`src/rtl/sargantana_icache_refill.sv`:
```
// Icache refill engine: accepts a miss, fetches a 4-beat line from L2, picks a victim way
// and issues a single-cycle tag/data/valid write into the way arrays.
module sargantana_icache_refill #(
  parameter int N_WAY  = 4,
  parameter int TAG_W  = 20,
  parameter int IDX_W  = 6,
  parameter int BEAT_W = 128
) (
  input  logic                     clk_i,
  input  logic                     rst_i,
  input  logic                     miss_valid_i,
  output logic                     miss_ready_o,
  input  logic [TAG_W-1:0]         miss_tag_i,
  input  logic [IDX_W-1:0]         miss_idx_i,
  input  logic [N_WAY-1:0]         way_valid_bits_i,
  input  logic                     flush_i,
  output logic                     mem_req_valid_o,
  input  logic                     mem_req_ready_i,
  output logic [TAG_W+IDX_W-1:0]   mem_req_addr_o,
  input  logic                     mem_rsp_valid_i,
  input  logic [BEAT_W-1:0]        mem_rsp_data_i,
  input  logic                     mem_rsp_err_i,
  output logic                     wr_en_o,
  output logic [N_WAY-1:0]         wr_way_o,
  output logic [IDX_W-1:0]         wr_idx_o,
  output logic [TAG_W-1:0]         wr_tag_o,
  output logic [4*BEAT_W-1:0]      wr_data_o,
  output logic                     done_o,
  output logic                     err_o
);

  localparam int RR_W = (N_WAY > 1) ? $clog2(N_WAY) : 1;

  typedef enum logic [2:0] {
    S_IDLE,
    S_REQ,
    S_RESP,
    S_DRAIN,
    S_WRITE
  } state_t;

  state_t              r_state;
  state_t              w_next;
  logic [TAG_W-1:0]    r_tag;
  logic [IDX_W-1:0]    r_idx;
  logic [N_WAY-1:0]    r_way;
  logic                r_use_rr;
  logic                r_err;
  logic [1:0]          r_cnt;
  logic [RR_W-1:0]     r_rr;
  logic [4*BEAT_W-1:0] r_line;

  logic [N_WAY-1:0]    w_victim;
  logic                w_victim_rr;
  logic                w_last_beat;
  logic                w_err_now;
  logic                w_beat_take;

  // Lowest-index invalid way wins; a fully valid set falls back to round-robin.
  always_comb begin
    w_victim    = '0;
    w_victim_rr = 1'b1;
    for (int i = N_WAY - 1; i >= 0; i--) begin
      if (!way_valid_bits_i[i]) begin
        w_victim    = '0;
        w_victim[i] = 1'b1;
        w_victim_rr = 1'b0;
      end
    end
    if (w_victim_rr) begin
      w_victim = N_WAY'(1) << r_rr;
    end
  end

  assign w_last_beat = mem_rsp_valid_i && (r_cnt == 2'd3);
  assign w_err_now   = r_err | mem_rsp_err_i;
  assign w_beat_take = mem_rsp_valid_i && ((r_state == S_RESP) || (r_state == S_DRAIN));

  always_comb begin
    w_next          = r_state;
    miss_ready_o    = 1'b0;
    mem_req_valid_o = 1'b0;
    wr_en_o         = 1'b0;
    done_o          = 1'b0;
    err_o           = 1'b0;
    case (r_state)
      S_IDLE: begin
        miss_ready_o = 1'b1;
        if (miss_valid_i) w_next = S_REQ;
      end
      S_REQ: begin
        mem_req_valid_o = 1'b1;
        if (flush_i) w_next = mem_req_ready_i ? S_DRAIN : S_IDLE;
        else if (mem_req_ready_i) w_next = S_RESP;
      end
      S_RESP: begin
        if (flush_i) begin
          w_next = w_last_beat ? S_IDLE : S_DRAIN;
        end else if (w_last_beat) begin
          w_next = w_err_now ? S_IDLE : S_WRITE;
          err_o  = w_err_now;
        end
      end
      S_DRAIN: begin
        if (w_last_beat) w_next = S_IDLE;
      end
      S_WRITE: begin
        wr_en_o = 1'b1;
        done_o  = 1'b1;
        w_next  = S_IDLE;
      end
      default: w_next = S_IDLE;
    endcase
  end

  always_ff @(posedge clk_i) begin
    if (rst_i) begin
      r_state  <= S_IDLE;
      r_tag    <= '0;
      r_idx    <= '0;
      r_way    <= '0;
      r_use_rr <= 1'b0;
      r_err    <= 1'b0;
      r_cnt    <= '0;
      r_rr     <= '0;
      r_line   <= '0;
    end else begin
      r_state <= w_next;
      if ((r_state == S_IDLE) && miss_valid_i) begin
        r_tag    <= miss_tag_i;
        r_idx    <= miss_idx_i;
        r_way    <= w_victim;
        r_use_rr <= w_victim_rr;
        r_err    <= 1'b0;
        r_cnt    <= '0;
      end
      // Drained beats still advance the counter so the line boundary is tracked.
      if (w_beat_take) begin
        r_cnt <= r_cnt + 2'd1;
        if (r_state == S_RESP) begin
          r_line[int'(r_cnt)*BEAT_W +: BEAT_W] <= mem_rsp_data_i;
          r_err <= w_err_now;
        end
      end
      if ((r_state == S_WRITE) && r_use_rr) begin
        r_rr <= r_rr + RR_W'(1);
      end
    end
  end

  assign mem_req_addr_o = {r_tag, r_idx};
  assign wr_way_o       = r_way;
  assign wr_idx_o       = r_idx;
  assign wr_tag_o       = r_tag;
  assign wr_data_o      = r_line;

endmodule
```
`config.mk`:
```
export PLATFORM = sky130hd
export DESIGN_NAME = sargantana_icache_refill
export DESIGN_NICKNAME = d
export VERILOG_FILES = /design/src/rtl/sargantana_icache_refill.sv
export SDC_FILE = /design/constraint.sdc
export NUM_CORES = 1
export LEC_CHECK = 0
export CAP_MARGIN = 5
export CORE_AREA = 2 2 285 287
export CTS_CLUSTER_DIAMETER = 150
export DETAILED_ROUTE_END_ITERATION = 8
export DIE_AREA = 0 0 287 289
export PLACE_DENSITY = 0.62
export SLEW_MARGIN = 20
export SYNTH_ARGS = -nofsm -noshare
export SYNTH_HDL_FRONTEND = slang
export SYNTH_SLANG_ARGS = --single-unit
export TNS_END_PERCENT = 100
```
`constraint.sdc`:
```
create_clock -name clk_i -period 4.6 [get_ports clk_i]
set_clock_uncertainty 0.1 [all_clocks]
set_input_delay 1.38 -clock clk_i [delete_from_list [all_inputs] [get_ports clk_i]]
set_output_delay 1.38 -clock clk_i [all_outputs]
set_load 0.02 [all_outputs]
```
After elaboration in Yosys (flattened, before gate mapping)
Index checks and enable logic that the tools add are counted.
- shift operators: 3
- bitwise operators: 1
- reductions and logical operators: 9
- multiplexer cells: 31
- $add $sub $neg: 3
- equal/unequal tests: 9
- operators with widths (operator ; number):
    $bwmux W512 ; 1
    $shift A128 B33 Y512 const A ; 1
    $shiftx A128 B33 Y512 ; 1
    $neg A9 Y33 ; 1
    $mux W3 ; 7
    $mux W4 ; 5
    $mux W1 ; 13
    $pmux W3 S4 ; 1
    $mux W2 ; 4
    $eq A3 B2 Y1 const B ; 2
    $ne A3 B3 Y1 const B ; 2
    $add A2 B1 Y2 const B ; 2
    $logic_and A1 B1 Y1 ; 4
    $ne A2 B2 Y1 const B ; 2
    $reduce_and A4 Y1 ; 1
    $shl A1 B2 Y4 const A ; 1
    $eq A3 B1 Y1 const B ; 1
    $eq A3 B3 Y1 const B ; 1
    $logic_not A3 Y1 ; 1
    $eq A2 B2 Y1 const B ; 1
    $reduce_and A2 Y1 ; 1
    $reduce_bool A2 Y1 ; 1
    $logic_or A1 B1 Y1 ; 1
    $or A1 B1 Y1 ; 1
- input bits: 165
- output and inout port bits: 573
- register bits: 551
- word-level logic and storage cells: 65

Depth between registers and ports, before layout
- depth in word-level cells: 5
- mapped depth: 8

Least setup slack after synthesis
No wires, ideal clock.
- path type: input -> output
- start: input port mem_rsp_valid_i
- end: output port err_o
- stages: 4
- slack: 0.658 ns
- path buffers: 1
- data required time: 3.120 ns
- arrival: 2.462 ns
- path through: and4bb_1 > and2_1 > clkbuf_2 > nor3b_1
- cells in the longest elaborated chain, start to end: 4
- RTL lines (item ; RTL line ; source):
    from (decl) ; 20 ; input logic mem_rsp_valid_i,
    $logic_and A1 B1 Y1 ; 75 ; assign w_last_beat = mem_rsp_valid_i && (r_cnt == 2'd3);
    $mux W1 ; 99 ; end else if (w_last_beat) begin
    $mux W1 ; 97 ; if (flush_i) begin
    $mux W1 ; 86 ; case (r_state)
    to (decl) ; 29 ; output logic err_o
Every way passes these cells.

Worst setup path after layout
Ends and elaborated chain as after synthesis.

==> run_results.csv <==
group,metric,value,unit
run_status,run_status,"finished clean",
die,core_area,79900,um2
finish,fin_area,33100,um2
finish,instances_no_fill,4330,
clock_network,cts-root-buf,"clkbuf_16",
worst_setup_path,worst_setup_path_start_kind,"primary input",
die,rows,104,
worst_setup_path,critPathMaxFanout,2,
worst_setup_path,worstSetupPathType,"primary input to primary output",
detailed_routing,drtAntennaViolNets,0,
finish,nFillCells,8002,
yosys,syn_nets,2883,
clock_network,clkTransAtPathRegs,60,ps
grt,grt_util_all_layers,21.7,%
timing,period_share,96.4,%
power_and_ir_drop,switching_share,24.9,%
detailed_routing,drt-pass1-iter-count,7,
clock_network,cts.htree.levels,2,
grt,grt.overflow.total,0,
power_and_ir_drop,p_comb_share,8.9,%
yosys,async_flop_share,0,%
finish,finalNetCount,3398,
clock_network,cts_tree,"done",
finish,drive_above_1_share,5.11,%
worst_setup_path,slowest_delay,560,ps
clock_network,cts_sinks,551,
detailed_routing,post_drt_wl_per_cell,22.1,um
finish,multiInputGateArea,10700,um2
grt,grt_pass1_wl,141,mm
yosys,seq_area_frac_synth,47.6,%
timing,setup_viol,0,
place,io_buffers,737,
worst_setup_path,r2r_start,"r_cnt[0]",
die,initial_utilization,29.0,%
place,dp_cells,4223,
grt,antenna_found_initial,5,
timing,tightest_slew,1100,ps
worst_hold_path,hold_start,"wr_way_o[3]",
power_and_ir_drop,clkPwrFrac,45.3,%
detailed_routing,vias,22500,
power_and_ir_drop,power_frac_seq,45.9,%
timing,rsz0062_at_grt,"no",
flow_run,max_cap_violations,0,
worst_setup_path,crit_arrival,2950,ps
finish,regArea,11000,um2
die,dieArea,82900,um2
worst_setup_path,end_kind,"primary output",
die,die_w,287,um
power_and_ir_drop,leakagePower,10.6,nW
place,dp_hpwl,59.8,mm
timing,fmaxAchievable,226,MHz
die,die_y,289,um
grt,grt_max_degree,191,
die,io_pins,738,
worst_setup_path,critPathLaunch,"mem_rsp_valid_i",
worst_setup_path,slowest_stage,"clkdlybuf4s50_1",
timing,slew_headroom,26.8,%
power_and_ir_drop,p_sw,0.00264,W
yosys,synth_cells,2709,
worst_setup_path,worst-path-buf-inv,2,
grt,grt_pass1_vias,21300,
clock_network,clockBufferDepth,3,
detailed_routing,first_iter_violations,1712,
detailed_routing,wl,95.9,mm
finish,layout_commonest_cell,"clkdlybuf4s50_1",
yosys,synth-edff-count,0,
worst_setup_path,cp_cell_sequence,"clkdlybuf4s50_1 > and4bb_4 > and2_4 > nor3b_1 > dlygate4sd2_1",
worst_setup_path,cpLargestDelayFamily,"buffers and inverters",
power_and_ir_drop,power_density,320,nW/um2
worst_hold_path,hp-class,"flop to flop",
clock_network,clk_latency,630,ps
power_and_ir_drop,ir_drop,0.275,mV
timing,report.final.slew_viol_count,0,
finish,final_cell_mix,"clkdlybuf4s50_1 (735), dfxtp_1 (551), nand4_1 (514)",
yosys,synth-seq-cells,551,
place,gp_congestion,0.836,
place,placed_area,31200,um2
worst_setup_path,cp.required,3120,ps
finish,syn_to_final_growth,42.6,%
timing,layout_min_cycle_time,4430,ps
clock_network,cts_buffers,59,
timing,final_hold_viol_count,0,
yosys,synth_area,23200,um2
yosys,ys_warn_count,0,
yosys,syn_avg_cell_area,8.56,um2
detailed_routing,vias_per_cell,5.20,
power_and_ir_drop,p_int,0.00795,W
detailed_routing,drcViolationCount,0,
yosys,synth_cell_types,38,
yosys,yosys_most_used_dff,"dfxtp_1",
## Yosys cell counts (2+ instances only)
| library cell | instances | area [um2] |
|---|---|---|
| dfxtp_1 | 551 | 11000 |
| nand4_1 | 514 | 3220 |
| nand2b_1 | 512 | 3200 |
| o21ai_0 | 501 | 2510 |
| clkbuf_1 | 199 | 747 |
| nor2b_1 | 129 | 807 |
| buf_2 | 96 | 480 |
| nand2_1 | 57 | 214 |
| a21oi_1 | 32 | 160 |
| buf_4 | 30 | 225 |
| o21ai_1 | 12 | 60.1 |
| clkbuf_2 | 11 | 55.1 |
| ha_1 | 9 | 113 |
| nor2_1 | 7 | 26.3 |
| nor3b_1 | 7 | 52.6 |
| inv_1 | 6 | 22.5 |
| and2_1 | 5 | 31.3 |
| nand3_1 | 4 | 20.0 |
| and3b_1 | 3 | 26.3 |
| nor3_1 | 3 | 15.0 |
| buf_1 | 2 | 7.51 |
| o31ai_1 | 2 | 15.0 |
| xnor2_1 | 2 | 17.5 |
## layer usage
metal / part of all wire, % / up-vias / GRT usage, %
met5: 0 / - / 0
met4: 4.8 / 0 / 9.69
met3: 6.9 / 203 / 4.04
met2: 46 / 907 / 34.8
met1: 42 / 10900 / 28.4
li1: - / 10600 / -
## stage by stage
stage	utilization (%)	power [W]	hold WS (ps)	worst slack (ps)	TNS, ps
3_5_place_dp	39.0	0.00589	344	-142	-142
3_3_place_gp	39.0	0.00590	340	-210	-210
6_report	41.4	0.0106	349	167	0
2_1_floorplan	-	0.00545	332	658	0
5_1_grt	41.4	0.0109	363	89.9	0
4_1_cts	41.4	0.0107	353	137	0
## logic make-up (layout without fill, tap and decap cells)
logic type	count (synthesis)	after routing	share of synthesized area, %
and+or+nand+nor	1249	1249	33.2
AOI/OAI and AO/OA	553	553	12.0
DFF	551	551	47.6
buffers and inverters	344	901	6.63
adders and majority gates	9	9	0.486
xor gates and xnor gates	2	2	0.0755
muxes	1	1	0.0432
other	0	4	0
## what timing repair did
action / CTS / global route
resized for setup: 1 / 0
setup endpoints to repair: 1 / 0
buffers inserted: 0 / 0
hold buffers: 0 / 0
## power groups by stage
| stage | Combinational (W) | Sequential (W) | Clock (W) |
|---|---|---|---|
| finish | 0.000938 | 0.00485 | 0.00479 |
| detailed placement | 0.000934 | 0.00496 | 0 |
| floorplan | 0.000443 | 0.00501 | 0 |
| CTS | 0.000937 | 0.00485 | 0.00490 |
| global route | 0.000990 | 0.00486 | 0.00508 |
| global placement | 0.000939 | 0.00496 | 0 |
## layout make-up
cell class | count | share of cell area, %
Inverter | 6 | 0.0681
Clock inverter | 23 | 0.666
Sequential cell | 551 | 33.3
Multi-Input combinational cell | 1814 | 32.4
Antenna cell | 4 | 0.0303
Clock buffer | 80 | 5.13
Tap cell | 1060 | 4.01
Timing Repair Buffer | 792 | 24.4
## flip-flops by register name (all words and copies together), names as in the netlist
register,count
r_use_rr,1
wr_data_o,512
r_rr,2
r_err,1
wr_tag_o,20
wr_idx_o,6
wr_way_o,4
r_state,3
r_cnt,2
## worst paths after layout
| check | to | slack, ps | depth (start not counted) |
|---|---|---|---|
| max reg2reg | r_state[2] | 1420 | 6 |
| max | err_o | 170 | 5 |
| min | wr_way_o[3] | 350 | 2 |
| min reg2reg | wr_way_o[3] | 350 | 2 |
## worst reg2reg max path: cells and delay by family, from the launching register on
kind	cells	cell delay (ps)
buffers and inverters	2	1510
AND/OR/NAND/NOR	3	690
flip-flops	1	620
adder cells (fa/ha/maj)	1	220
(Power assumes the default switching activity.)
